### config.mk
export PLATFORM = sky130hd
export DESIGN_NAME = weight_load_sched
export DESIGN_NICKNAME = d
export VERILOG_FILES = /design/src/rtl/weight_load_sched.sv
export SDC_FILE = /design/constraint.sdc
export NUM_CORES = 1
export LEC_CHECK = 0
export ABC_AREA = 1
export CAP_MARGIN = 15
export CORE_UTILIZATION = 48
export DETAILED_ROUTE_END_ITERATION = 10
export HOLD_SLACK_MARGIN = 0.08
export PLACE_DENSITY = 0.9
export SYNTH_ARGS = -nofsm -noshare
export SYNTH_HDL_FRONTEND = slang
export SYNTH_SLANG_ARGS = --single-unit
### constraint.sdc
create_clock -name clk_i -period 2.5 [get_ports clk_i]
set_clock_uncertainty 0.15 [all_clocks]
set_input_delay 0.5 -clock clk_i [delete_from_list [all_inputs] [get_ports clk_i]]
set_output_delay 0.5 -clock clk_i [all_outputs]
set_load 0.05 [all_outputs]
### src/rtl/weight_load_sched.sv
// Weight load scheduler: streams filter weights from a valid/ready port into
// per-filter buffers, one filter at a time, using a one-hot enable and a word address.
//
// state | meaning
// IDLE  | waiting for start; config is checked and latched here
// LOAD  | accepting beats for filter filt_idx
// NEXT  | one-cycle bubble while advancing to the next filter
// DONE  | one-cycle done pulse, counters cleared
module weight_load_sched #(
    parameter int NUM_BUF = 32,
    parameter int DATA_W  = 8,
    parameter int ADDR_W  = 5
) (
    input  logic                  clk_i,
    input  logic                  rst_i,
    input  logic                  start_i,
    input  logic                  abort_i,
    input  logic [5:0]            num_filter_i,
    input  logic [4:0]            weight_dim_i,
    input  logic                  s_valid_i,
    output logic                  s_ready_o,
    input  logic [2*DATA_W-1:0]   s_data_i,
    output logic [NUM_BUF-1:0]    weight_en_o,
    output logic [ADDR_W-1:0]     weight_addr_o,
    output logic [2*DATA_W-1:0]   weight_data_o,
    output logic                  busy_o,
    output logic                  done_o,
    output logic                  cfg_err_o
);

    typedef enum logic [1:0] {
        IDLE = 2'd0,
        LOAD = 2'd1,
        NEXT = 2'd2,
        DONE = 2'd3
    } state_t;

    state_t                state_q, state_d;
    logic [5:0]            filt_idx_q, filt_idx_d;
    logic [ADDR_W-1:0]     beat_cnt_q, beat_cnt_d;
    logic [5:0]            num_filter_q, num_filter_d;
    logic [4:0]            weight_dim_q, weight_dim_d;
    logic [NUM_BUF-1:0]    weight_en_q, weight_en_d;
    logic [ADDR_W-1:0]     weight_addr_q, weight_addr_d;
    logic [2*DATA_W-1:0]   weight_data_q, weight_data_d;
    logic                  cfg_err_q, cfg_err_d;

    logic cfg_bad;
    logic accept;
    logic last_beat;
    logic last_filt;

    assign cfg_bad   = (num_filter_i == 6'd0) || (num_filter_i > 6'(NUM_BUF)) ||
                       (weight_dim_i == 5'd0);
    assign accept    = s_valid_i && (state_q == LOAD);
    assign last_beat = (beat_cnt_q == ADDR_W'(weight_dim_q - 5'd1));
    assign last_filt = !(filt_idx_q < (num_filter_q - 6'd1));

    always_comb begin
        state_d       = state_q;
        filt_idx_d    = filt_idx_q;
        beat_cnt_d    = beat_cnt_q;
        num_filter_d  = num_filter_q;
        weight_dim_d  = weight_dim_q;
        weight_en_d   = '0;
        weight_addr_d = weight_addr_q;
        weight_data_d = weight_data_q;
        cfg_err_d     = 1'b0;

        unique case (state_q)
            IDLE: begin
                if (start_i) begin
                    num_filter_d = num_filter_i;
                    weight_dim_d = weight_dim_i;
                    filt_idx_d   = '0;
                    beat_cnt_d   = '0;
                    if (cfg_bad) begin
                        cfg_err_d = 1'b1;
                    end else begin
                        state_d = LOAD;
                    end
                end
            end
            LOAD: begin
                if (accept) begin
                    weight_en_d   = NUM_BUF'(1) << filt_idx_q;
                    weight_addr_d = beat_cnt_q;
                    weight_data_d = s_data_i;
                    beat_cnt_d    = beat_cnt_q + ADDR_W'(1);
                    if (last_beat) begin
                        state_d = last_filt ? DONE : NEXT;
                    end
                end
            end
            NEXT: begin
                filt_idx_d = filt_idx_q + 6'd1;
                beat_cnt_d = '0;
                state_d    = LOAD;
            end
            DONE: begin
                filt_idx_d = '0;
                beat_cnt_d = '0;
                state_d    = IDLE;
            end
            default: state_d = IDLE;
        endcase

        // The beat accepted alongside abort has already been steered above.
        if (abort_i && ((state_q == LOAD) || (state_q == NEXT))) begin
            state_d    = IDLE;
            filt_idx_d = '0;
            beat_cnt_d = '0;
        end
    end

    always_ff @(posedge clk_i) begin
        if (rst_i) begin
            state_q       <= IDLE;
            filt_idx_q    <= '0;
            beat_cnt_q    <= '0;
            num_filter_q  <= '0;
            weight_dim_q  <= '0;
            weight_en_q   <= '0;
            weight_addr_q <= '0;
            weight_data_q <= '0;
            cfg_err_q     <= 1'b0;
        end else begin
            state_q       <= state_d;
            filt_idx_q    <= filt_idx_d;
            beat_cnt_q    <= beat_cnt_d;
            num_filter_q  <= num_filter_d;
            weight_dim_q  <= weight_dim_d;
            weight_en_q   <= weight_en_d;
            weight_addr_q <= weight_addr_d;
            weight_data_q <= weight_data_d;
            cfg_err_q     <= cfg_err_d;
        end
    end

    assign s_ready_o     = (state_q == LOAD);
    assign busy_o        = (state_q == LOAD) || (state_q == NEXT);
    assign done_o        = (state_q == DONE);
    assign cfg_err_o     = cfg_err_q;
    assign weight_en_o   = weight_en_q;
    assign weight_addr_o = weight_addr_q;
    assign weight_data_o = weight_data_q;

endmodule

* Yosys cells after proc, flatten, opt, wreduce, memory -nomap -nowiden
Cells that the tools add are included.
Widths: inputs -> output; s select.
** Storage, ports and cells
- Register bits :: 78
- Logic and storage cells :: 58
** Operators by class
- Add/sub/neg operators :: 4
- Order comparisons :: 2
- Equal/unequal tests :: 8
- Shift operators :: 1
- Multiplexer cells :: 12
- Bitwise operators :: 4
- Reduce and logical (&&, ||, !) cells :: 18
** Operator list (count)
- $shl 1x6->32 const A :: 1
- $pmux 6 s3 :: 1
- $pmux 5 s3 :: 1
- $mux 5 :: 2
- $mux 2 :: 4
- $pmux 2 s4 :: 1
- $reduce_and 2->1 :: 4
- $add 6x1->6 const B :: 1
- $gt 6x6->1 const B :: 1
- $logic_not 6->1 :: 1
- $lt 6x6->1 :: 1
- $mux 6 :: 1
- $reduce_or 3->1 :: 2
- $sub 6x1->6 const B :: 1
- $add 5x1->5 const B :: 1
- $eq 5x5->1 :: 1
- $logic_not 5->1 :: 1
- $sub 5x1->5 const B :: 1
- $eq 2x2->1 const B :: 2
- $ne 2x1->1 const B :: 2
- $ne 2x2->1 const B :: 2
- $not 1->1 :: 4
- $reduce_and 4->1 :: 1
- $reduce_or 2->1 :: 2
- 6 further kinds :: 10

* Depth between registers and ports, before layout
- Depth after elaboration :: 6
- Depth in mapped cells :: 14

* Least setup slack after synthesis
No wires, ideal clock.
- Path kind :: reg-to-reg
- Start point :: register state_q[1]
- End point :: register weight_en_q[15] (netlist: weight_en_o[15])
- Setup time :: 0.074 ns
- Data arrival time :: 1.709 ns
- Data required time :: 2.276 ns
- Slack :: 0.568 ns
- Stages on the path, launching flop included :: 8
- Path buffers :: 1
- Period minus slack after synthesis :: 1.932 ns
- Path through :: dfxtp_1 -> inv_1 -> ha_1 -> nand2_2 -> inv_1 -> nand4_1 -> buf_2 -> nor3_2
** On the way
- Cells in the longest elaborated chain, start to end :: 4
- Elaborated cells between the ends (all ways) :: 5
- Classes of those cells :: 1 x eq/ne; 2 x bitwise; 2 x reduce/logical
** Ends and longest elaborated chain
- start, declared :: RTL line 38 : state_t state_q, state_d;
- start signal, assigned :: RTL line 128 : state_q <= state_d;
- $eq 2x1->1 (*)
- named net s_ready_o :: RTL line 21 : output logic s_ready_o,
- $logic_and 1x1->1 :: RTL line 55 : assign accept = s_valid_i && (state_q == LOAD);
- $not 1->1 (no line)
- $reduce_or 3->1 (no line) (*)
- end signal, assigned :: RTL line 133 : weight_en_q <= weight_en_d;
- end, declared :: RTL line 43 : logic [NUM_BUF-1:0] weight_en_q, weight_en_d;
Mark *: on every way through the listed nets, which the timed path passes. The rest lies on a longest branch.
A chain may end at the register's enable or synchronous reset.

* Final worst setup path
- Start point :: register state_q[0]
- End point :: output done_o
** On the way
- Cells in the longest elaborated chain, start to end :: 1
** Ends and longest elaborated chain
- $eq 2x2->1 :: RTL line 142 : assign done_o = (state_q == DONE);
- end, declared :: RTL line 27 : output logic done_o,
Every way passes these cells.

==> flow_summary.toml <==
[outcome]
status = "complete, no violations"

[routing]
wirelength_mm = 7.40
ant_nets = 0
vias = 3005
viasPerCell = 5.19
route.detailed.drc = 0
drtIter0Drc = 154
route.detailed.wl_per_inst_um = 12.8
firstDrtPassIters = 5

[clocking]
post_cts_buffers = 0
clk_pin_slew_ns = 0.08
clk_latency_ns = 0.35
cts_sinks = 78
cts_tree = "built"
root_buffer = "clkbuf_8"
cts-hold-fix-buffers = 0
cts_buffers = 9
cts_resized = 0
cts_htree_levels = 3
clockBufferDepth = 2

[finish]
fill_cells = 497
seq_area_um2 = 1560
mostFrequentLayoutCells = "86 x clkdlybuf4s50_1, 82 x nor2_1, 78 x dfxtp_1"
multiInputGateArea_um2 = 1420
instances_no_fill = 579
final_area_um2 = 4340
drive_gt1_share_pct = 6.97
areaGrowthSynthToFinish_pct = 36.2
antenna_cells = 0
num-nets-final = 548
final_common_cell = "clkdlybuf4s50_1"

[yosys]
syn_avg_cell_area_um2 = 7.88
ys_types = 26
synth_nets = 456
seq_area_frac_synth_pct = 48.9
yosysWarnings = 0
netlist_instances = 405
synth_area_um2 = 3190
yosys_register_bits = 78

[timing]
max_freq_ghz = 0.418
setup_viol = 0
worst_pin_slew_ns = 0.532
slew_viol_final = 0
relSlewSlack_pct = 64.4
min_period_ns = 2.39
fin_hold_ws_ns = 0.344
fin_crit_sh_pct = 95.6
setup-tns-final_ns = 0
rsz0062_at_grt = "no"
hold_viol_final = 0

[die]
rows = 29
fp.dieH_um = 83.5
initial_core_util_pct = 50.0
ios = 89
die_w_um = 83.5
die_area_um2 = 6980
core_um2 = 6390

[setup_path]
startpoint_type = "flop"
crit_arrival_ns = 1.74
critPathKind = "reg -> out"
crit_path_max_fanout = 4
setup.worst_path.end_class = "primary output"
crit_required_ns = 1.85

[global_routing]
grt_max_degree = 34
grt_usage_pct = 21.7
gr-total-overflow = 0
antenna_found_initial = 0
grt_pass1_wl_mm = 12.1
grt_pass1_vias = 2731

[placement]
dp.cells = 563
routabilityCongestion = 0.966
place_hpwl_mm = 5.49
place_area_um2 = 4140
port_buffers = 88

[run]
drv_cap = 0

[pwr]
leakagePower_nw = 1.74
ir_drop_mv = 0.656
powerDensity_nw_per_um2 = 939

[worst_hold_path]
hp-class = "reg -> reg"
## registers in the layout, indices dropped and copies added, names as in the netlist
name and cells:
weight_addr_o 5, cfg_err_o 1, num_filter_q 6, filt_idx_q 6
beat_cnt_q 5, weight_en_o 32, weight_dim_q 5, state_q 2
weight_data_o 16
## worst max-delay path: stages (launching register included)
cell and delay (ns):
dfxtp_1 0.40, ha_1 0.18, clkdlybuf4s50_1 0.81
## path summary, 6_finish.rpt
| path | start | cells after the start | endpoint | slack (ns) |
|---|---|---|---|---|
| hold / removal | weight_data_o[15]$_SDFFE_PP0P_ | 2 | weight_data_o[15]$_SDFFE_PP0P_ | 0.34 |
| hold reg to reg | weight_data_o[15]$_SDFFE_PP0P_ | 2 | weight_data_o[15]$_SDFFE_PP0P_ | 0.34 |
| setup / recovery | state_q[0]$_SDFFE_PP0P_ | 2 | done_o | 0.11 |
| setup reg to reg | num_filter_q[2]$_SDFFE_PP0P_ | 12 | state_q[0]$_SDFFE_PP0P_ | 0.46 |
## per-stage QoR
| step | power (mW) | setup slack (ns) | utilization (%) |
|---|---|---|---|
| final | 4.08 | 0.110 | 68.0 |
| after global routing | 4.32 | 0.0665 | 68.0 |
| after CTS | 4.09 | 0.0938 | 68.0 |
| after detailed placement | 3.13 | 0.280 | 64.9 |
| after global placement | 3.08 | 0.367 | 64.9 |
| after floorplan | 2.70 | 0.568 | - |
## per-layer routing
layer | wire [µm] | global-route usage [%] | vias up
met3 | 558 | 5.14 | 21
met4 | 201 | 9.55 | 0
met2 | 3640 | 37.6 | 150
met1 | 3000 | 25.6 | 1350
met5 | 0 | 0 | -
li1 | - | - | 1484
## kinds of logic after synthesis
logic type / share of synthesized area (%)
AOI/OAI and AO/OA: 10.9
xor gates and xnor gates: 1.10
adders and majority gates: 7.45
buffers and inverters: 6.71
DFF: 48.9
and+or+nand+nor: 24.9
## Yosys cell counts, drive strengths merged
cell | count | area [µm²]
xor2 | 2 | 17.5
o21ai | 38 | 201
clkbuf | 6 | 22.5
inv | 39 | 146
nand2 | 52 | 200
dfxtp | 78 | 1560
clkinv | 1 | 3.75
nor3 | 23 | 125
ha | 19 | 238
nand4 | 2 | 12.5
o21a | 2 | 15.0
buf | 7 | 41.3
a211oi | 3 | 22.5
or2 | 1 | 6.26
a22oi | 1 | 7.51
nor2 | 85 | 332
xnor2 | 2 | 17.5
nand3 | 24 | 120
a21oi | 20 | 100
## area by class of cell
class	count	share of cell area [%]
Clock buffer	11	3.25
Clock inverter	5	1.35
Inverter	40	3.46
Multi-Input combinational cell	274	32.6
Sequential cell	78	35.9
Tap cell	77	2.22
Timing Repair Buffer	94	21.2
## power by group
group | switching (mW) | internal [mW] | leakage (nW)
combinational | 1.02 | 0.546 | 1.02
clock | 0.461 | 0.489 | 0.0955
sequential | 0.145 | 1.41 | 0.634
Note: power is estimated with default switching activity, not from simulation.
